<file path="src/rtl/mips_stage_sequencer.sv">
// Multi-cycle instruction stage sequencer: walks each instruction through NUM_STAGES stages and
// resolves the next PC (end/jump/branch/sequential) on the last-stage advance edge.
module mips_stage_sequencer #(
  parameter int unsigned PC_WIDTH   = 8,
  parameter int unsigned PROG_DEPTH = 256,
  parameter int unsigned NUM_STAGES = 5,
  parameter int unsigned RESET_PC   = 0,
  parameter int unsigned CNT_WIDTH  = 16
) (
  input  logic                  clock,
  input  logic                  reset,
  input  logic                  stall,
  input  logic                  branch,
  input  logic                  zero,
  input  logic [PC_WIDTH-1:0]   branch_offset,
  input  logic                  jump,
  input  logic [PC_WIDTH-1:0]   jump_target,
  input  logic                  end_program,
  output logic [PC_WIDTH-1:0]   pc,
  output logic [2:0]            stage,
  output logic [NUM_STAGES-1:0] stage_onehot,
  output logic                  retire,
  output logic [CNT_WIDTH-1:0]  instr_count,
  output logic                  halted,
  output logic                  addr_fault
);

  localparam logic [2:0]          LastStage = 3'(NUM_STAGES - 1);
  localparam logic [PC_WIDTH-1:0] LastPc    = PC_WIDTH'(PROG_DEPTH - 1);
  localparam logic [PC_WIDTH-1:0] ResetPc   = PC_WIDTH'(RESET_PC);
  // One extra bit so PROG_DEPTH == 2^PC_WIDTH is representable.
  localparam logic [PC_WIDTH:0]   DepthExt  = (PC_WIDTH + 1)'(PROG_DEPTH);

  typedef enum logic [0:0] {StRun, StHalt} state_e;

  state_e                state_q, state_d;
  logic [2:0]            stage_q, stage_d;
  logic [PC_WIDTH-1:0]   pc_q, pc_d;
  logic                  retire_q, retire_d;
  logic [CNT_WIDTH-1:0]  cnt_q, cnt_d;
  logic                  fault_q, fault_d;

  logic                  taken;
  logic [PC_WIDTH-1:0]   target;
  logic                  target_bad;
  logic [PC_WIDTH-1:0]   pc_seq;

  always_ff @(posedge clock) begin
    if (!reset) begin
      state_q  <= StRun;
      stage_q  <= '0;
      pc_q     <= ResetPc;
      retire_q <= 1'b0;
      cnt_q    <= '0;
      fault_q  <= 1'b0;
    end else begin
      state_q  <= state_d;
      stage_q  <= stage_d;
      pc_q     <= pc_d;
      retire_q <= retire_d;
      cnt_q    <= cnt_d;
      fault_q  <= fault_d;
    end
  end

  always_comb begin
    taken      = jump | (branch & zero);
    target     = jump ? jump_target : pc_q + PC_WIDTH'(1) + branch_offset;
    target_bad = {1'b0, target} >= DepthExt;
    pc_seq     = (pc_q == LastPc) ? '0 : pc_q + PC_WIDTH'(1);

    state_d  = state_q;
    stage_d  = stage_q;
    pc_d     = pc_q;
    retire_d = 1'b0;
    cnt_d    = cnt_q;
    fault_d  = fault_q;

    if (state_q == StRun && !stall) begin
      if (stage_q == LastStage) begin
        // Advance edge: the only time control inputs are looked at.
        stage_d  = '0;
        retire_d = 1'b1;
        if (cnt_q != '1) cnt_d = cnt_q + CNT_WIDTH'(1);
        if (end_program) begin
          state_d = StHalt;
        end else if (taken) begin
          if (target_bad) begin
            state_d = StHalt;
            fault_d = 1'b1;
          end else begin
            pc_d = target;
          end
        end else begin
          pc_d = pc_seq;
        end
      end else begin
        stage_d = stage_q + 3'd1;
      end
    end
  end

  always_comb begin
    pc           = pc_q;
    stage        = stage_q;
    retire       = retire_q;
    instr_count  = cnt_q;
    halted       = (state_q == StHalt);
    addr_fault   = fault_q;
    stage_onehot = '0;
    for (int i = 0; i < int'(NUM_STAGES); i++) begin
      stage_onehot[i] = (state_q == StRun) && (stage_q == 3'(i));
    end
  end

endmodule

</file>
<file path="config.mk">
export PLATFORM = sky130hd
export DESIGN_NAME = mips_stage_sequencer
export DESIGN_NICKNAME = d
export VERILOG_FILES = /design/src/rtl/mips_stage_sequencer.sv
export SDC_FILE = /design/constraint.sdc
export NUM_CORES = 1
export LEC_CHECK = 0
export CORE_MARGIN = 1
export CORE_UTILIZATION = 41
export DETAILED_ROUTE_END_ITERATION = 7
export PLACE_DENSITY = 0.81
export REMOVE_ABC_BUFFERS = 1
export SYNTH_ARGS = -nofsm -noshare
export SYNTH_HDL_FRONTEND = slang
export SYNTH_SLANG_ARGS = --single-unit
export TNS_END_PERCENT = 10
</file>
<file path="constraint.sdc">
create_clock -name clock -period 6.71 [get_ports clock]
set_clock_uncertainty 0.1 [all_clocks]
set_input_delay 1.0065 -clock clock [delete_from_list [all_inputs] [get_ports clock]]
set_output_delay 1.0065 -clock clock [all_outputs]
set_load 0.05 [all_outputs]
</file>
==> impl_metrics.env <==
export IMPL_track_usage=0.202
export IMPL_grt_busiest_layer="met2"
export IMPL_fin_tns_setup_ns=0
export IMPL_power_density_nw_per_um2=146
export IMPL_die_w_um=72.2
export IMPL_fin_util=0.572
export IMPL_p_leak_nw=0.996
export IMPL_hpwlAfterDp_um=3830
export IMPL_nets=336
export IMPL_numCtsBuffers=5
export IMPL_maxCapViolCount=0
export IMPL_async_reset_ff_frac=0
export IMPL_ys_seq_elements=29
export IMPL_grt_first_pass_wirelength_um=8240
export IMPL_arrival_ns=3.18
export IMPL_grt_use_met3=0.0431
export IMPL_cts_tree="built"
export IMPL_final_max_slew_viol_count=0
export IMPL_grt_use_met2=0.341
export IMPL_portBuffers=56
export IMPL_max_freq_mhz=322
export IMPL_clk_pin_slew_ns=0.06
export IMPL_relSlewSlack=0.582
export IMPL_synth_edf_count=0
export IMPL_cts_resized=0
export IMPL_fin_crit_ns=3.11
export IMPL_vias=2023
export IMPL_post_cts_buffers=0
export IMPL_place_congestion=0.925
export IMPL_cts_sinks=29
export IMPL_start_util=0.428
export IMPL_setup_viol=0
export IMPL_grt_pass1_vias=1829
export IMPL_slowest_delay_ns=0.43
export IMPL_path_cells="clkdlybuf4s50_1 -> ha_1 -> fa_1 -> a211oi_1 -> o21bai_1 -> a21oi_1 -> nor4b_1 -> o31a_1"
export IMPL_grt_max_degree=19
export IMPL_path_max_fanout=3
export IMPL_fill_cells=430
export IMPL_h_tree_depth=2
export IMPL_grt_use_met1=0.245
export IMPL_synth_area_um2=2020
export IMPL_path_class="input port to flop"
export IMPL_layout_cells_most_common="clkdlybuf4s50_1"
export IMPL_synth_cells=243
export IMPL_yosys_cell_types_count=53
export IMPL_ys_warn_count=0
export IMPL_wl_per_cell_um=13.7
export IMPL_cts_hold_fix_buffers=0
export IMPL_syn_to_final_growth_pct=33.5
export IMPL_hold_ws_ns=0.382
export IMPL_crit_required_ns=6.78
export IMPL_ios=58
export IMPL_syn_avg_cell_area_um2=8.32
export IMPL_cts_path_max_buffers=2
export IMPL_ir_drop_mv=0.0810
export IMPL_synth_main_ff_cell="dfxtp_1"
export IMPL_core_area_um2=4720
export IMPL_ys_seq_area_frac=0.287
export IMPL_hold_class="flop to flop"
export IMPL_drive_gt1_frac=0.0570
export IMPL_post_route_period_util=0.463
export IMPL_chipHeight_um=72.2
export IMPL_clock_latency_ns=0.28
export IMPL_gr_total_overflow=0
export IMPL_drt_wl_total_um=5000
export IMPL_cp_start_kind="input port"
export IMPL_endpoint_kind="flop"
export IMPL_vias_per_cell=5.54
export IMPL_final_cell_mix="clkdlybuf4s50_1 (56), dfxtp_1 (29), nor2_1 (27)"
export IMPL_drc=0
export IMPL_antenna_found_initial=0
export IMPL_root_buffer="clkbuf_8"
export IMPL_std_cell_rows=25
export IMPL_slowest_stage="clkdlybuf4s50_1"
export IMPL_tightest_slew_ns=0.625
export IMPL_cp_top_family="compound AO/OA/AOI/OAI gates"
export IMPL_rrSetupSlack_ns=4.19
export IMPL_status="complete, no violations"
export IMPL_antenna_left=0
export IMPL_rsz0062_at_grt="false"
export IMPL_die_area_um2=5220
export IMPL_hold_viol=0
export IMPL_diodes=0
export IMPL_drt_iter0_markers=122
export IMPL_crit_buf_inv=1
export IMPL_drtPass1Iterations=6
[where the power goes]
group | switching, mW | leakage, nW | internal, mW
clock | 0.0679 | 0.0542 | 0.0925
sequential | 0.00150 | 0.234 | 0.173
combinational | 0.0328 | 0.707 | 0.0264
[flip-flops by register name, summed over array words and instances (netlist names)]
register	cells
instr_count	16
retire	1
halted	1
stage	3
pc	8
[final timing paths]
check | startpoint | end | cells after the start
worst max-delay path | branch_offset[0] | pc[6] | 8
worst min-delay path | instr_count[11] | instr_count[11] | 1
worst max register to register | pc[2] | pc[7] | 9
worst min register to register | instr_count[11] | instr_count[11] | 1
[per-stage QoR]
step	setup WS, ns	area, um^2	std cells	total power [mW]
global placement	3.47	2600	357	0.237
global route	3.53	2700	365	0.411
floorplan	3.86	1950	234	0.210
CTS	3.66	2700	365	0.397
detailed placement	3.39	2600	357	0.238
finish	3.60	2700	365	0.395
[cell type report]
class                      instances  area [um^2]  area share
sequential                        29          581       0.215
tap                               67         83.8      0.0310
inverter                           8         30.0      0.0111
multi-input combinational        197         1340       0.498
clock buffer                       7         96.3      0.0357
timing repair buffer              56          561       0.208
clock inverter                     1         5.00     0.00185
[kinds of logic after synthesis]
kind of cell,synth area share
buffers and inverters,0.0483
other,0.00185
XOR/XNOR,0.0780
adder cells (fa/ha/maj),0.103
AND/OR/NAND/NOR,0.237
flip-flops,0.287
multiplexers,0.0111
AO/OA/AOI/OAI,0.234
[cell usage after synthesis (5+ instances only)]
cell type	n	area (um^2)
and2_1	6	37.5
nor2_1	27	101
xor2_1	8	70.1
nand3_1	10	50.1
a221oi_1	5	43.8
and3_1	6	37.5
xnor2_1	10	87.6
a21oi_1	14	70.1
nand2_1	14	52.6
ha_1	15	188
o21ai_0	16	80.1
dfxtp_1	29	581
a211oi_1	7	52.6
inv_1	7	26.3
[per-layer routing]
layer  wire length (um)  up-vias
met2               2460       65
li1                   -     1014
met1               2150      929
met3                249       15
met5                  0        -
met4                132        0
Power figures use the tool's default switching activity.
